**src/rtl/alu_share_arbiter.sv**
```systemverilog
// rtl/alu_share_arbiter.sv - round-robin arbiter sharing one ALUControl/ALU pair between two requesters
// Optional performance counters (grant_cnt0, grant_cnt1, stall_cnt) exist only when
// the macro ALU_SHARE_ARBITER_PERF_EN is defined.

module alu_share_arbiter #(
  parameter int WIDTH = 32,
  parameter int CNT_W = 16
) (
  input  logic             clk,
  input  logic             rst,
  input  logic             req_valid0,
  input  logic             req_valid1,
  output logic             req_ready0,
  output logic             req_ready1,
  input  logic [1:0]       req_aluop0,
  input  logic [1:0]       req_aluop1,
  input  logic [5:0]       req_func0,
  input  logic [5:0]       req_func1,
  input  logic [WIDTH-1:0] req_a0,
  input  logic [WIDTH-1:0] req_a1,
  input  logic [WIDTH-1:0] req_b0,
  input  logic [WIDTH-1:0] req_b1,
  output logic             resp_valid0,
  output logic             resp_valid1,
  input  logic             resp_ready0,
  input  logic             resp_ready1,
  output logic [WIDTH-1:0] resp_result,
  output logic             resp_zero,
  output logic [1:0]       alu_op,
  output logic [5:0]       alu_func,
  output logic [WIDTH-1:0] alu_a,
  output logic [WIDTH-1:0] alu_b,
  input  logic [WIDTH-1:0] alu_result,
`ifdef ALU_SHARE_ARBITER_PERF_EN
  output logic [CNT_W-1:0] grant_cnt0,
  output logic [CNT_W-1:0] grant_cnt1,
  output logic [CNT_W-1:0] stall_cnt,
`endif
  input  logic             alu_zero
);

  typedef enum logic [1:0] {
    IDLE = 2'd0,
    EXEC = 2'd1,
    RESP = 2'd2
  } state_t;

  state_t state;
  logic   owner;
  logic   rr_ptr;
  logic   grant0;
  logic   grant1;
  logic   resp_take;

  // Grant decision: only in IDLE and never while reset is held; rr_ptr breaks ties.
  always_comb begin
    grant0 = 1'b0;
    grant1 = 1'b0;
    if (state == IDLE && !rst) begin
      if (req_valid0 && (!req_valid1 || !rr_ptr)) begin
        grant0 = 1'b1;
      end else if (req_valid1) begin
        grant1 = 1'b1;
      end
    end
  end

  assign req_ready0 = grant0;
  assign req_ready1 = grant1;
  assign resp_take  = (state == RESP) && (owner ? resp_ready1 : resp_ready0);

  // Arbitration FSM: latch the winner, drive the ALU for one cycle, hold the result until taken.
  always_ff @(posedge clk) begin
    if (rst) begin
      state       <= IDLE;
      owner       <= 1'b0;
      rr_ptr      <= 1'b0;
      alu_op      <= '0;
      alu_func    <= '0;
      alu_a       <= '0;
      alu_b       <= '0;
      resp_result <= '0;
      resp_zero   <= 1'b0;
      resp_valid0 <= 1'b0;
      resp_valid1 <= 1'b0;
    end else begin
      case (state)
        IDLE: begin
          if (grant0) begin
            alu_op   <= req_aluop0;
            alu_func <= req_func0;
            alu_a    <= req_a0;
            alu_b    <= req_b0;
            owner    <= 1'b0;
            state    <= EXEC;
          end else if (grant1) begin
            alu_op   <= req_aluop1;
            alu_func <= req_func1;
            alu_a    <= req_a1;
            alu_b    <= req_b1;
            owner    <= 1'b1;
            state    <= EXEC;
          end
        end
        EXEC: begin
          resp_result <= alu_result;
          resp_zero   <= alu_zero;
          resp_valid0 <= !owner;
          resp_valid1 <= owner;
          state       <= RESP;
        end
        RESP: begin
          if (resp_take) begin
            resp_valid0 <= 1'b0;
            resp_valid1 <= 1'b0;
            rr_ptr      <= ~owner;
            state       <= IDLE;
          end
        end
        default: begin
          state <= IDLE;
        end
      endcase
    end
  end

`ifdef ALU_SHARE_ARBITER_PERF_EN
  localparam logic [CNT_W-1:0] CNT_MAX = '1;

  // Saturating grant and back-pressure counters.
  always_ff @(posedge clk) begin
    if (rst) begin
      grant_cnt0 <= '0;
      grant_cnt1 <= '0;
      stall_cnt  <= '0;
    end else begin
      if (grant0 && grant_cnt0 != CNT_MAX) begin
        grant_cnt0 <= grant_cnt0 + 1'b1;
      end
      if (grant1 && grant_cnt1 != CNT_MAX) begin
        grant_cnt1 <= grant_cnt1 + 1'b1;
      end
      if (state == RESP && !resp_take && stall_cnt != CNT_MAX) begin
        stall_cnt <= stall_cnt + 1'b1;
      end
    end
  end
`endif

endmodule

```
**config.mk**
```make
export PLATFORM = sky130hd
export DESIGN_NAME = alu_share_arbiter
export DESIGN_NICKNAME = d
export VERILOG_FILES = /design/src/rtl/alu_share_arbiter.sv
export SDC_FILE = /design/constraint.sdc
export NUM_CORES = 1
export LEC_CHECK = 0
export CORE_AREA = 4 4 120 122
export CTS_CLUSTER_SIZE = 28
export DETAILED_ROUTE_END_ITERATION = 10
export DIE_AREA = 0 0 124 126
export PLACE_DENSITY = 0.82
export SYNTH_ARGS = -nofsm -noshare
export SYNTH_HDL_FRONTEND = slang
export SYNTH_SLANG_ARGS = --single-unit
```
**constraint.sdc**
```tcl
create_clock -name clk -period 2.1 [get_ports clk]
set_input_delay 0.315 -clock clk [delete_from_list [all_inputs] [get_ports clk]]
set_output_delay 0.315 -clock clk [all_outputs]
set_load 0.05 [all_outputs]
```
## After elaboration in Yosys (flattened, before gate mapping)

Cells that the tools add are included.

| cells by class | value |
|---|---|
| equality and inequality tests | 4 |
| bitwise gates (word level) | 1 |
| reduce and logical (&&, ||, !) cells | 15 |
| mux-type cells | 23 |

Operators with widths:

| operator | count |
|---|---|
| 32-bit two-way mux | 4 |
| 6-bit two-way mux | 2 |
| 2-bit two-way mux | 5 |
| 1-bit two-way mux | 9 |
| 2-bit AND reduction | 4 |
| 2-bit case mux with 3 select lines | 1 |
| 1-bit logical NOT | 4 |
| 1-bit case mux with 2 select lines | 2 |
| 2-bit nonzero test | 2 |
| 1-bit logical AND | 3 |
| 3-bit != test (second input constant) | 1 |
| 2-bit by 1-bit equality test with 1-bit output (second input constant) | 1 |
| 2-bit equality test (second input constant) | 1 |
| 2-bit logical NOT | 1 |
| 2-bit != test (second input constant) | 1 |
| 1-bit logical OR | 1 |
| 1-bit inverter | 1 |

| storage, ports and cells | value |
|---|---|
| bits in registers | 111 |
| output and inout bits | 109 |

## Depth between registers and ports, before layout

| logic depth | value |
|---|---|
| word-level depth | 8 |
| mapped depth | 6 |

## Worst setup path before layout

No wires, ideal clock.

| path | value |
|---|---|
| path kind | flip-flop to output port |
| start point | reg state[1] |
| end point | out req_ready0 |
| path buffers | 3 |
| arrival time | 1799 ps |
| slack | -14 ps |
| required time | 1785 ps |
| stages on the path, launching flop included | 6 |
| cell sequence | dfxtp_1 -> buf_6 -> or3_4 -> buf_6 -> clkbuf_1 -> nor2_1 |

| between the ends | value |
|---|---|
| word-level cells in the longest chain between the ends | 3 |

RTL lines:

| what | line | RTL |
|---|---|---|
| start: declaration | 48 | `state_t state;` |
| start signal: assignment | 75 | `state <= IDLE;` |
| start signal: assignment | 95 | `state <= EXEC;` |
| start signal: assignment | 102 | `state <= EXEC;` |
| 2-bit logical NOT | 59 | `if (state == IDLE && !rst) begin` |
| 1-bit logical AND | 59 |  |
| 1-bit two-way mux | 59 |  |
| end: declaration | 13 | `output logic req_ready0,` |

No other way between the ends.

## Worst setup path in the final report

| path | value |
|---|---|
| start point | reg state[0] |
| end point | out req_ready0 |

Same word-level chain as after synthesis.

==> results.md <==
* CP Depth at 3
* Worst path max stage delay at 0.46 ns
* TritonCTS clock tree: built
* Setup WS pre-CTS at 0.116 ns
* Hold Crit Class: in -> reg
* Fin. max-slew vios at 0
* Max VDD drop at 0.000371 V
* Worst R2R Setup Slack at 0.25 ns
* Initial Util at 38.7%
* Slowest stage cell, crit path: dfxtp_1
* Max Fclk at 0.514 GHz
* Crit path launch type: flop
* Fin nets at 1033
* R2R depth at 5
* Largest net degree at the start of global routing at 103
* Yosys top cell by area: dfxtp_1
* Vias per cell at 5.47
* Via count at 5633
* Clock Path Buffers at 2
* Setup Viol. Count Final at 0
* Leakage Power at 2.77 nW
* Shortest period the worst path allows at 1.95 ns
* Crit path cell chain: or3_4, nor2_2, buf_4
* TNS Setup at 0 ns
* Worst slew pin tran at approximately 0.57 ns
* Vias in the first global route at 5496
* Io pins at 292
* Clock Sinks at approximately 110
* First-pass GRT wire length at 28500 µm
* Hold violation total from the final report at 0
* Post-DR wirelength/cell at about 18 µm
* RSZ-0062 raised after global routing: false
* Asr flop ratio synth at 0%
* Kind of cell adding the most delay to the critical path: simple AND/OR/NAND/NOR gates
* Routed Antenna Nets at 0
* Initial DRC Count at 386
* Resized Gates After CTS at 0
* Die area at 15600 µm²
* Fin area at 8380 µm²
* Fill count at 1133
* Reg clk slew, reported paths at 0.07 ns
* Global-route usage over all layers at 22.9%
* Distinct cells, synth at 31
* Number of diodes at 0
* Clock buffer count from CTS at 9
* Commonest cells post-synth: dfxtp_1 (111), a21oi_1 (98), nand3_1 (72), o21ai_0 (72), nand2_1 (67)
* Number of buffer cells added on primary ports at just under 300
* Yosys Warn Count at 0
* Postcts setup bufs at 2
* DP Area at around 8000 µm²
* Syn avg cell area at 8.43 µm²
* R2r endpoint: alu_b[12]
* Buf/Inv on CP at 1
* Clk_skew at 0.00809 ns
* Post-Syn Instances at 605
* Final worst slack at 0.154 ns
* Drt pass-1 iters at 4
* Reg2reg start: state[1]
* Critical Path Fanout Max at 12
* Die X at 124 µm
* Synth Flop Type: dfxtp_1
* Row Count at 42
* Syn_nets at 788
* CTS Root Cell: clkbuf_16
* Crit. End Element: output pin
* Pwr Total at 0.00625 W
* Hold buffer count at CTS at 0
* Post-synth EDFFs at 0
* Top cell type's share of synthesized area at roughly 44%
* Critical Path Sink: req_ready0
* Crit Path Class: reg -> out
* Synthesized area at 5100 µm²
* Top-count cell post-synth: dfxtp_1
* Worst setup path start: state[0]
* Power density cells at 746 nW/µm²
* Slew headroom at between 60% and 70%
* Worst skew pair latency at ~0.34 ns
* Maximum level of the CTS H-tree at 3
* Worst Path Arrival at roughly 1.6 ns
* Routability Congestion at 0.772
* Initial antenna violation count at 1
* Core footprint at 13200 µm²
* Synth-to-Final Area Change at 64.3%
* Flops & latches, synth at ~110
* DPL Wire Length at 12500 µm
* Gr ovfl total at 0
* Die H at about 130 µm
* Synth area leaders: dfxtp_1 (44%), a21oi_1 (9.6%), a311oi_1 (8.9%)
* Post-route DRC at 0
* Required time worst endpoint at 1.78 ns
* Fraction of layout cells with a size suffix above 1 at ~9.0%
* Max_cap viols at 0
* Period utilization at 92.7%
* Final wirelength at 18600 µm
* Sequential-to-total area share from yosys stat at 43.6%
* Status: complete, no violations
-- per-layer routing --
metal	wire (µm)	global-route usage, %	share of wire [%]
met1	7150	26.6	38
met2	9140	38.5	49
met3	1950	8.57	10
met4	352	7.47	1.9
met5	13	0	0.070
-- worst min-delay path by stage --
stage                          startpoint  cells after the start         endpoint  slack, ns
after floorplan             alu_result[0]                      2   resp_result[0]       0.45
final                                 rst                      2      alu_func[3]       0.28
after CTS                             rst                      2      alu_func[3]       0.26
after detailed placement   resp_result[9]                      2   resp_result[9]       0.45
after global placement    resp_result[14]                      2  resp_result[14]       0.44
after global routing                  rst                      2      alu_func[3]       0.28
-- where the power goes --
part	internal [W]	leakage (nW)	total, W	switching [W]
Combinational	0.000901	1.72	0.00224	0.00134
Clock	0.000832	0.131	0.00160	0.000765
Sequential	0.00230	0.913	0.00242	0.000121
Total	0.00403	2.77	0.00625	0.00222
-- cells by family after synthesis --
kind of cell	share of synthesized area, %
AO/OA/AOI/OAI	34.2
AND/OR/NAND/NOR	14.2
multiplexers	0.196
buffers and inverters	7.85
flip-flops	43.6
-- stage by stage --
stage          hold slack [ns]  util (%)  instances
6_report                 0.276      63.5       1030
3_3_place_gp             0.441      61.3       1012
2_1_floorplan            0.451         -        605
3_5_place_dp             0.446      61.3       1012
5_1_grt                  0.275      63.5       1030
4_1_cts                  0.262      63.5       1030
-- state kept, by name, summed over array words and instances (netlist names), 2 cells and up --
register     count
alu_a           32
alu_b           32
resp_result     32
alu_func         6
alu_op           2
state            2
-- cell usage in the layout, fill, tap and decap left out, drive strengths merged --
| master | count |
|---|---|
| a2111oi | 2 |
| and2 | 1 |
| buf | 23 |
| mux2i | 1 |
| or2 | 1 |
| clkdlybuf4s50 | 287 |
| nor2 | 6 |
| inv | 2 |
| nor2b | 1 |
| nand3 | 72 |
| or3 | 2 |
| o21ai | 74 |
| a311oi | 72 |
| nand3b | 2 |
| nand2b | 1 |
| nand2 | 67 |
| clkinv | 2 |
| clkbuf | 10 |
| nor3 | 2 |
| a21boi | 1 |
| nor3b | 1 |
| dfxtp | 111 |
| a21oi | 108 |
| and3b | 1 |
| clkinvlp | 2 |
| o21bai | 1 |
| a21bo | 1 |
-- layout make-up --
cell class / count / area [µm²] / share of cell area [%]
clock buffers: 10 / 239 / 2.85
clock inverters: 5 / 33.8 / 0.403
inverters: 1 / 3.75 / 0.0448
multi-input cells: 417 / 2500 / 29.9
flip-flops and latches: 111 / 2220 / 26.5
well taps: 176 / 220 / 2.63
repair buffers: 310 / 3160 / 37.7
-- worst reg2reg max path, cell delays in order (launching register included) --
cell and delay [ns]:
dfxtp_1 0.65, or3_4 0.26, buf_4 0.25, buf_12 0.21, o21ai_0 0.12, a311oi_1 0.28
Power figures use the tool's default switching activity.
